--- src/rtl/rv_timer.sv ---
// rv_timer: memory-mapped timer/compare peripheral with prescaler and match interrupt.
// Optional 64-bit free-running cycle counter with coherent LO/HI reads is enabled
// by defining the macro RV_TIMER_CYCLE_EN.
module rv_timer #(
  parameter int CNT_W = 32,
  parameter int PRE_W = 8
) (
  input  logic        clk,
  input  logic        xreset,
  input  logic [4:0]  adr,
  input  logic        cs,
  input  logic        rdy,
  input  logic [3:0]  we,
  input  logic        re,
  input  logic [31:0] dw,
  output logic [31:0] dr,
  output logic        irq
);

  localparam logic [2:0] A_CTRL   = 3'd0;
  localparam logic [2:0] A_COUNT  = 3'd1;
  localparam logic [2:0] A_CMP    = 3'd2;
  localparam logic [2:0] A_STATUS = 3'd3;
`ifdef RV_TIMER_CYCLE_EN
  localparam logic [2:0] A_CYC_LO = 3'd4;
  localparam logic [2:0] A_CYC_HI = 3'd5;
`endif

  // Control fields
  logic             r_en;
  logic             r_ar;
  logic             r_ie;
  logic [PRE_W-1:0] r_pre;
  // Timer state
  logic [PRE_W-1:0] r_pcnt;
  logic [CNT_W-1:0] r_count;
  logic [CNT_W-1:0] r_compare;
  logic             r_mf;
  logic [31:0]      r_dr;

  logic [2:0]       w_sel;
  logic             w_acc;
  logic             w_wr;
  logic             w_rd;
  logic [31:0]      w_bmask;
  logic             w_ctrl_wr;
  logic             w_cnt_wr;
  logic             w_cmp_wr;
  logic             w_st_wr;
  logic             w_tick;
  logic             w_match;
  logic             w_mf_clr;
  logic [31:0]      w_ctrl_rd;
  logic [31:0]      w_cnt_rd;
  logic [31:0]      w_cmp_rd;
  logic [31:0]      w_rdata;
  logic             w_unused;

  // Byte offsets inside a word are never decoded.
  assign w_unused  = &{1'b0, adr[1:0]};

  assign w_sel     = adr[4:2];
  assign w_acc     = cs & rdy;
  assign w_wr      = w_acc & (we != 4'b0000);
  assign w_rd      = w_acc & re;
  assign w_bmask   = {{8{we[3]}}, {8{we[2]}}, {8{we[1]}}, {8{we[0]}}};
  assign w_ctrl_wr = w_wr & (w_sel == A_CTRL);
  assign w_cnt_wr  = w_wr & (w_sel == A_COUNT);
  assign w_cmp_wr  = w_wr & (w_sel == A_CMP);
  assign w_st_wr   = w_wr & (w_sel == A_STATUS);

  // A tick fires on the cycle the prescaler reaches PRE; a COUNT write swallows it.
  assign w_tick    = r_en & (r_pcnt == r_pre);
  assign w_match   = w_tick & ~w_cnt_wr & (r_count == r_compare);
  assign w_mf_clr  = w_st_wr & we[0] & dw[0];

  // Both operands are flops, so no bus input reaches irq combinationally.
  assign irq = r_mf & r_ie;
  assign dr  = r_dr;

  // Assemble zero-extended register images for readback.
  always_comb begin
    w_ctrl_rd                = '0;
    w_ctrl_rd[0]             = r_en;
    w_ctrl_rd[1]             = r_ar;
    w_ctrl_rd[2]             = r_ie;
    w_ctrl_rd[8 +: PRE_W]    = r_pre;
    w_cnt_rd                 = '0;
    w_cnt_rd[CNT_W-1:0]      = r_count;
    w_cmp_rd                 = '0;
    w_cmp_rd[CNT_W-1:0]      = r_compare;
  end

`ifdef RV_TIMER_CYCLE_EN
  logic [63:0] r_cyc;
  logic [31:0] r_cyc_hi;

  // Free-running cycle counter; a LO read snapshots the high word for a coherent HI read.
  always_ff @(posedge clk or negedge xreset) begin
    if (!xreset) begin
      r_cyc    <= '0;
      r_cyc_hi <= '0;
    end else begin
      r_cyc <= r_cyc + 64'd1;
      if (w_rd && (w_sel == A_CYC_LO)) r_cyc_hi <= r_cyc[63:32];
    end
  end
`endif

  // Read mux; reserved offsets (and cycle offsets when not built in) return zero.
  always_comb begin
    w_rdata = '0;
    case (w_sel)
      A_CTRL:   w_rdata = w_ctrl_rd;
      A_COUNT:  w_rdata = w_cnt_rd;
      A_CMP:    w_rdata = w_cmp_rd;
      A_STATUS: w_rdata = {31'd0, r_mf};
`ifdef RV_TIMER_CYCLE_EN
      A_CYC_LO: w_rdata = r_cyc[31:0];
      A_CYC_HI: w_rdata = r_cyc_hi;
`endif
      default:  w_rdata = '0;
    endcase
  end

  // Control register with byte-lane write enables.
  always_ff @(posedge clk or negedge xreset) begin
    if (!xreset) begin
      r_en  <= 1'b0;
      r_ar  <= 1'b0;
      r_ie  <= 1'b0;
      r_pre <= '0;
    end else if (w_ctrl_wr) begin
      if (we[0]) begin
        r_en <= dw[0];
        r_ar <= dw[1];
        r_ie <= dw[2];
      end
      r_pre <= (r_pre & ~w_bmask[8 +: PRE_W]) | (dw[8 +: PRE_W] & w_bmask[8 +: PRE_W]);
    end
  end

  // Prescaler: restarts on any COUNT write, idles at zero while disabled.
  always_ff @(posedge clk or negedge xreset) begin
    if (!xreset) begin
      r_pcnt <= '0;
    end else if (w_cnt_wr || !r_en || w_tick) begin
      r_pcnt <= '0;
    end else begin
      r_pcnt <= r_pcnt + PRE_W'(1);
    end
  end

  // Counter: software write wins over a tick; match with auto-reload returns to zero.
  always_ff @(posedge clk or negedge xreset) begin
    if (!xreset) begin
      r_count <= '0;
    end else if (w_cnt_wr) begin
      r_count <= (r_count & ~w_bmask[CNT_W-1:0]) | (dw[CNT_W-1:0] & w_bmask[CNT_W-1:0]);
    end else if (w_tick) begin
      if (w_match && r_ar) r_count <= '0;
      else                 r_count <= r_count + CNT_W'(1);
    end
  end

  // Compare register; resets to all ones so an idle timer does not match early.
  always_ff @(posedge clk or negedge xreset) begin
    if (!xreset) begin
      r_compare <= '1;
    end else if (w_cmp_wr) begin
      r_compare <= (r_compare & ~w_bmask[CNT_W-1:0]) | (dw[CNT_W-1:0] & w_bmask[CNT_W-1:0]);
    end
  end

  // Match flag: a match in the same cycle as a W1C keeps the flag set.
  always_ff @(posedge clk or negedge xreset) begin
    if (!xreset) begin
      r_mf <= 1'b0;
    end else if (w_match) begin
      r_mf <= 1'b1;
    end else if (w_mf_clr) begin
      r_mf <= 1'b0;
    end
  end

  // Registered read data, driven only in the cycle after an accepted read.
  always_ff @(posedge clk or negedge xreset) begin
    if (!xreset) begin
      r_dr <= '0;
    end else if (w_rd) begin
      r_dr <= w_rdata;
    end else begin
      r_dr <= '0;
    end
  end

endmodule

--- config.mk ---
export PLATFORM = sky130hd
export DESIGN_NAME = rv_timer
export DESIGN_NICKNAME = d
export VERILOG_FILES = /design/src/rtl/rv_timer.sv
export SDC_FILE = /design/constraint.sdc
export NUM_CORES = 1
export LEC_CHECK = 0
export ABC_AREA = 1
export BUFFER_PORTS_ARGS = -buffer_cell sky130_fd_sc_hd__buf_2
export CORE_MARGIN = 5
export CORE_UTILIZATION = 59
export DETAILED_ROUTE_END_ITERATION = 6
export HOLD_SLACK_MARGIN = 0.03
export PLACE_DENSITY = 0.89
export REMOVE_ABC_BUFFERS = 1
export SLEW_MARGIN = 15
export SYNTH_ARGS = -nofsm -noshare
export SYNTH_HDL_FRONTEND = slang
export SYNTH_SLANG_ARGS = --single-unit
--- constraint.sdc ---
create_clock -name clk -period 2.1 [get_ports clk]
set_input_delay 0.21 -clock clk [delete_from_list [all_inputs] [get_ports clk]]
set_output_delay 0.21 -clock clk [all_outputs]
set_load 0.02 [all_outputs]
==> reports/qor.yml <==
global_routing:
  grt_usage: 0.307
  grt_pass1_wl_mm: 32.0
  antenna_found_initial: 0
  grt_pass1_vias: 6549
  grt_max_degree: 117
  gr-total-overflow: 0
sta:
  setup_violations: 0
  rsz0062_at_grt: "true"
  tns_ns: 0
  min_period_over_period: 0.958
  finalClockSkew_ns: 0.00735
  drv_slew: 0
  maxSlewHeadroom: 0.562
  tightest_slew_ns: 0.656
  max_freq_mhz: 497
  finalHoldViolCount: 0
  min_period_ns: 2.01
routing:
  drtIter0Drc: 636
  wl_met2_mm: 9.63
  routed_wl_mm: 19.7
  wl_per_cell_microns: 16.7
  dr.max_layer_used: "met4"
  wl_met3_mm: 1.80
  drc: 0
  wl_met1_mm: 7.61
  ant_nets: 0
  vias: 6771
  vias_per_cell: 5.73
  first_pass_iters: 6
critical_path:
  endpoint_kind: "flip-flop"
  path_buf_inv: 0
  required_ns: 2.45
  crit_chain: "ha_1, nand2_1, nor2_4, nand3_1, nor2_2, nand2_1, nor2_2, nor2_1, nor2_1, nand2_1, a21oi_1"
  arrival_ns: 2.36
  critPathMostFrequentCell: "nand2_1"
  cp-start-kind: "flip-flop"
  path_max_fanout: 5
  critPathSlowestCell: "dfrtp_1"
  critPathKind: "flip-flop to flip-flop"
  slowest_delay_ns: 0.43
  path_delay_family: "simple AND/OR/NAND/NOR gates"
  rrSetupSlack_ns: 0.09
yosys:
  ys_ff_latch: 116
  synth_edf_count: 0
  syn_avg_cell_area_sq_um: 7.28
  synth-main-ff-cell: "dfrtp_1"
  ys_async_sr_fraction: 1.00
  synthCells: 924
  syn_area_sq_mm: 0.00673
  yosysTopAreaCell: "dfrtp_1"
  yosys_warnings: 0
  ys_seq_area_frac: 0.438
  synth_top_cell_area_share: 0.313
  synth.area.top_cells: "dfrtp_1, nand2_1, dfstp_2"
  synth.distinct_cells: 38
placed_design:
  numPortBuffers: 76
  dp_hpwl_mm: 13.3
  gp_congestion: 0.951
floorplanning:
  die_w_microns: 117
  start_util: 0.597
  io-pin-count: 79
  fp.dieArea_sq_mm: 0.0136
  core_area_sq_mm: 0.0113
  num_rows: 39
  die_y_microns: 117
worst_hold_path:
  hp-start: "dw[28]"
  hold_path_class: "input port to flip-flop"
clock_tree:
  cts_tree: "done"
  htreeDepth: 4
  root_buffer: "clkbuf_16"
  cts_buffers: 17
  worstSkewPairLatency_ns: 0.43
  clk_path_buf_depth: 2
  clkTransAtPathRegs_ns: 0.05
  clock-sinks: 116
status:
  outcome: "completed"
power:
  ir_drop_mv: 0.873
  p_leak_nw: 4.19
  p_per_area_mw_per_mm2: 1160
  fin_total_pwr_w: 0.00941
final_layout:
  area_delta_synth_final_pct: 20.6
  diodes: 0
  final_layout_size_suffix_gt1_frac: 0.197
  fin_nets: 1074
  layout_commonest_cell: "nand2_1"
  layout_common_cells: "nand2_1, inv_1, nor2_1, a21oi_1, dfrtp_1"
  nFillCells: 848
job:
  maxCapViolCount: 0
[through the flow]
step                      hold WS [ns]  worst slack [ns]  cells   util  area, sq um
final                           0.0399            0.0876   1182  0.720         8110
after global routing            0.0405           -0.0185   1182  0.720         8110
after CTS                       0.0324            0.0906   1180  0.714         8050
after detailed placement         0.351             0.105   1137  0.650         7330
after global placement           0.349             0.173   1137  0.650         7330
after floorplan                -0.0856            -0.318    897      -         6600
[where the power goes]
part	leakage, nW	switching (W)	internal [W]
clock network	0.300	0.00104	0.00200
logic	2.50	0.00187	0.00113
registers	1.39	0.000599	0.00277
total	4.19	0.00351	0.00591
[final cells by class]
cell class                      count  area, sq um  share of cell area
Clock buffer                       21          450              0.0555
Tap cell                          143          179              0.0221
Inverter                          124          465              0.0574
Timing Repair Buffer              110          682              0.0841
Sequential cell                   116         2940               0.363
Clock inverter                     11          158              0.0194
Multi-Input combinational cell    657         3230               0.399
[logic make-up (layout without fill, tap and decap cells)]
group / after synthesis / in the layout / synth area share
AO/OA/AOI/OAI: 146 / 146 / 0.119
XOR/XNOR: 34 / 34 / 0.0443
adder cells (fa/ha/maj): 2 / 2 / 0.00372
buffers and inverters: 151 / 266 / 0.0878
flip-flops: 116 / 116 / 0.438
multiplexers: 10 / 10 / 0.0167
AND/OR/NAND/NOR: 465 / 465 / 0.291
[cells in the mapped netlist (7+ instances only)]
library cell / number
a21oi_1: 90
buf_2: 10
clkbuf_1: 11
dfrtp_1: 84
dfstp_2: 32
inv_1: 115
inv_2: 7
mux2_2: 8
nand2_1: 261
nand3_1: 48
nand4_1: 11
nor2_1: 104
nor2_2: 7
nor3_1: 19
o21ai_0: 33
xnor2_1: 20
xor2_1: 14
[final timing paths]
path                       cells past startpoint               end
max                                           11         flip-flop
min                                            2         flip-flop
max reg2reg                                   11         flip-flop
min reg2reg                                    2         flip-flop
max in group asynchronous                      3  r_en$_DFFE_PN0P_
min in group asynchronous                      3  dr[19]$_DFF_PN0_
[repair_timing]
item                                    CTS  global route
resized for setup                         0            14
setup buffers                             0             2
hold buffers                             11             0
endpoints found under the setup margin    0            26
endpoints found under the hold margin    95             0
[per-layer routing]
metal  up-vias  GRT usage
met3        80     0.0803
met5         -          0
met4         0      0.132
li1       3150          -
met1      3137      0.385
met2       404      0.502
No activity file was read; power rests on OpenSTA's default activity.
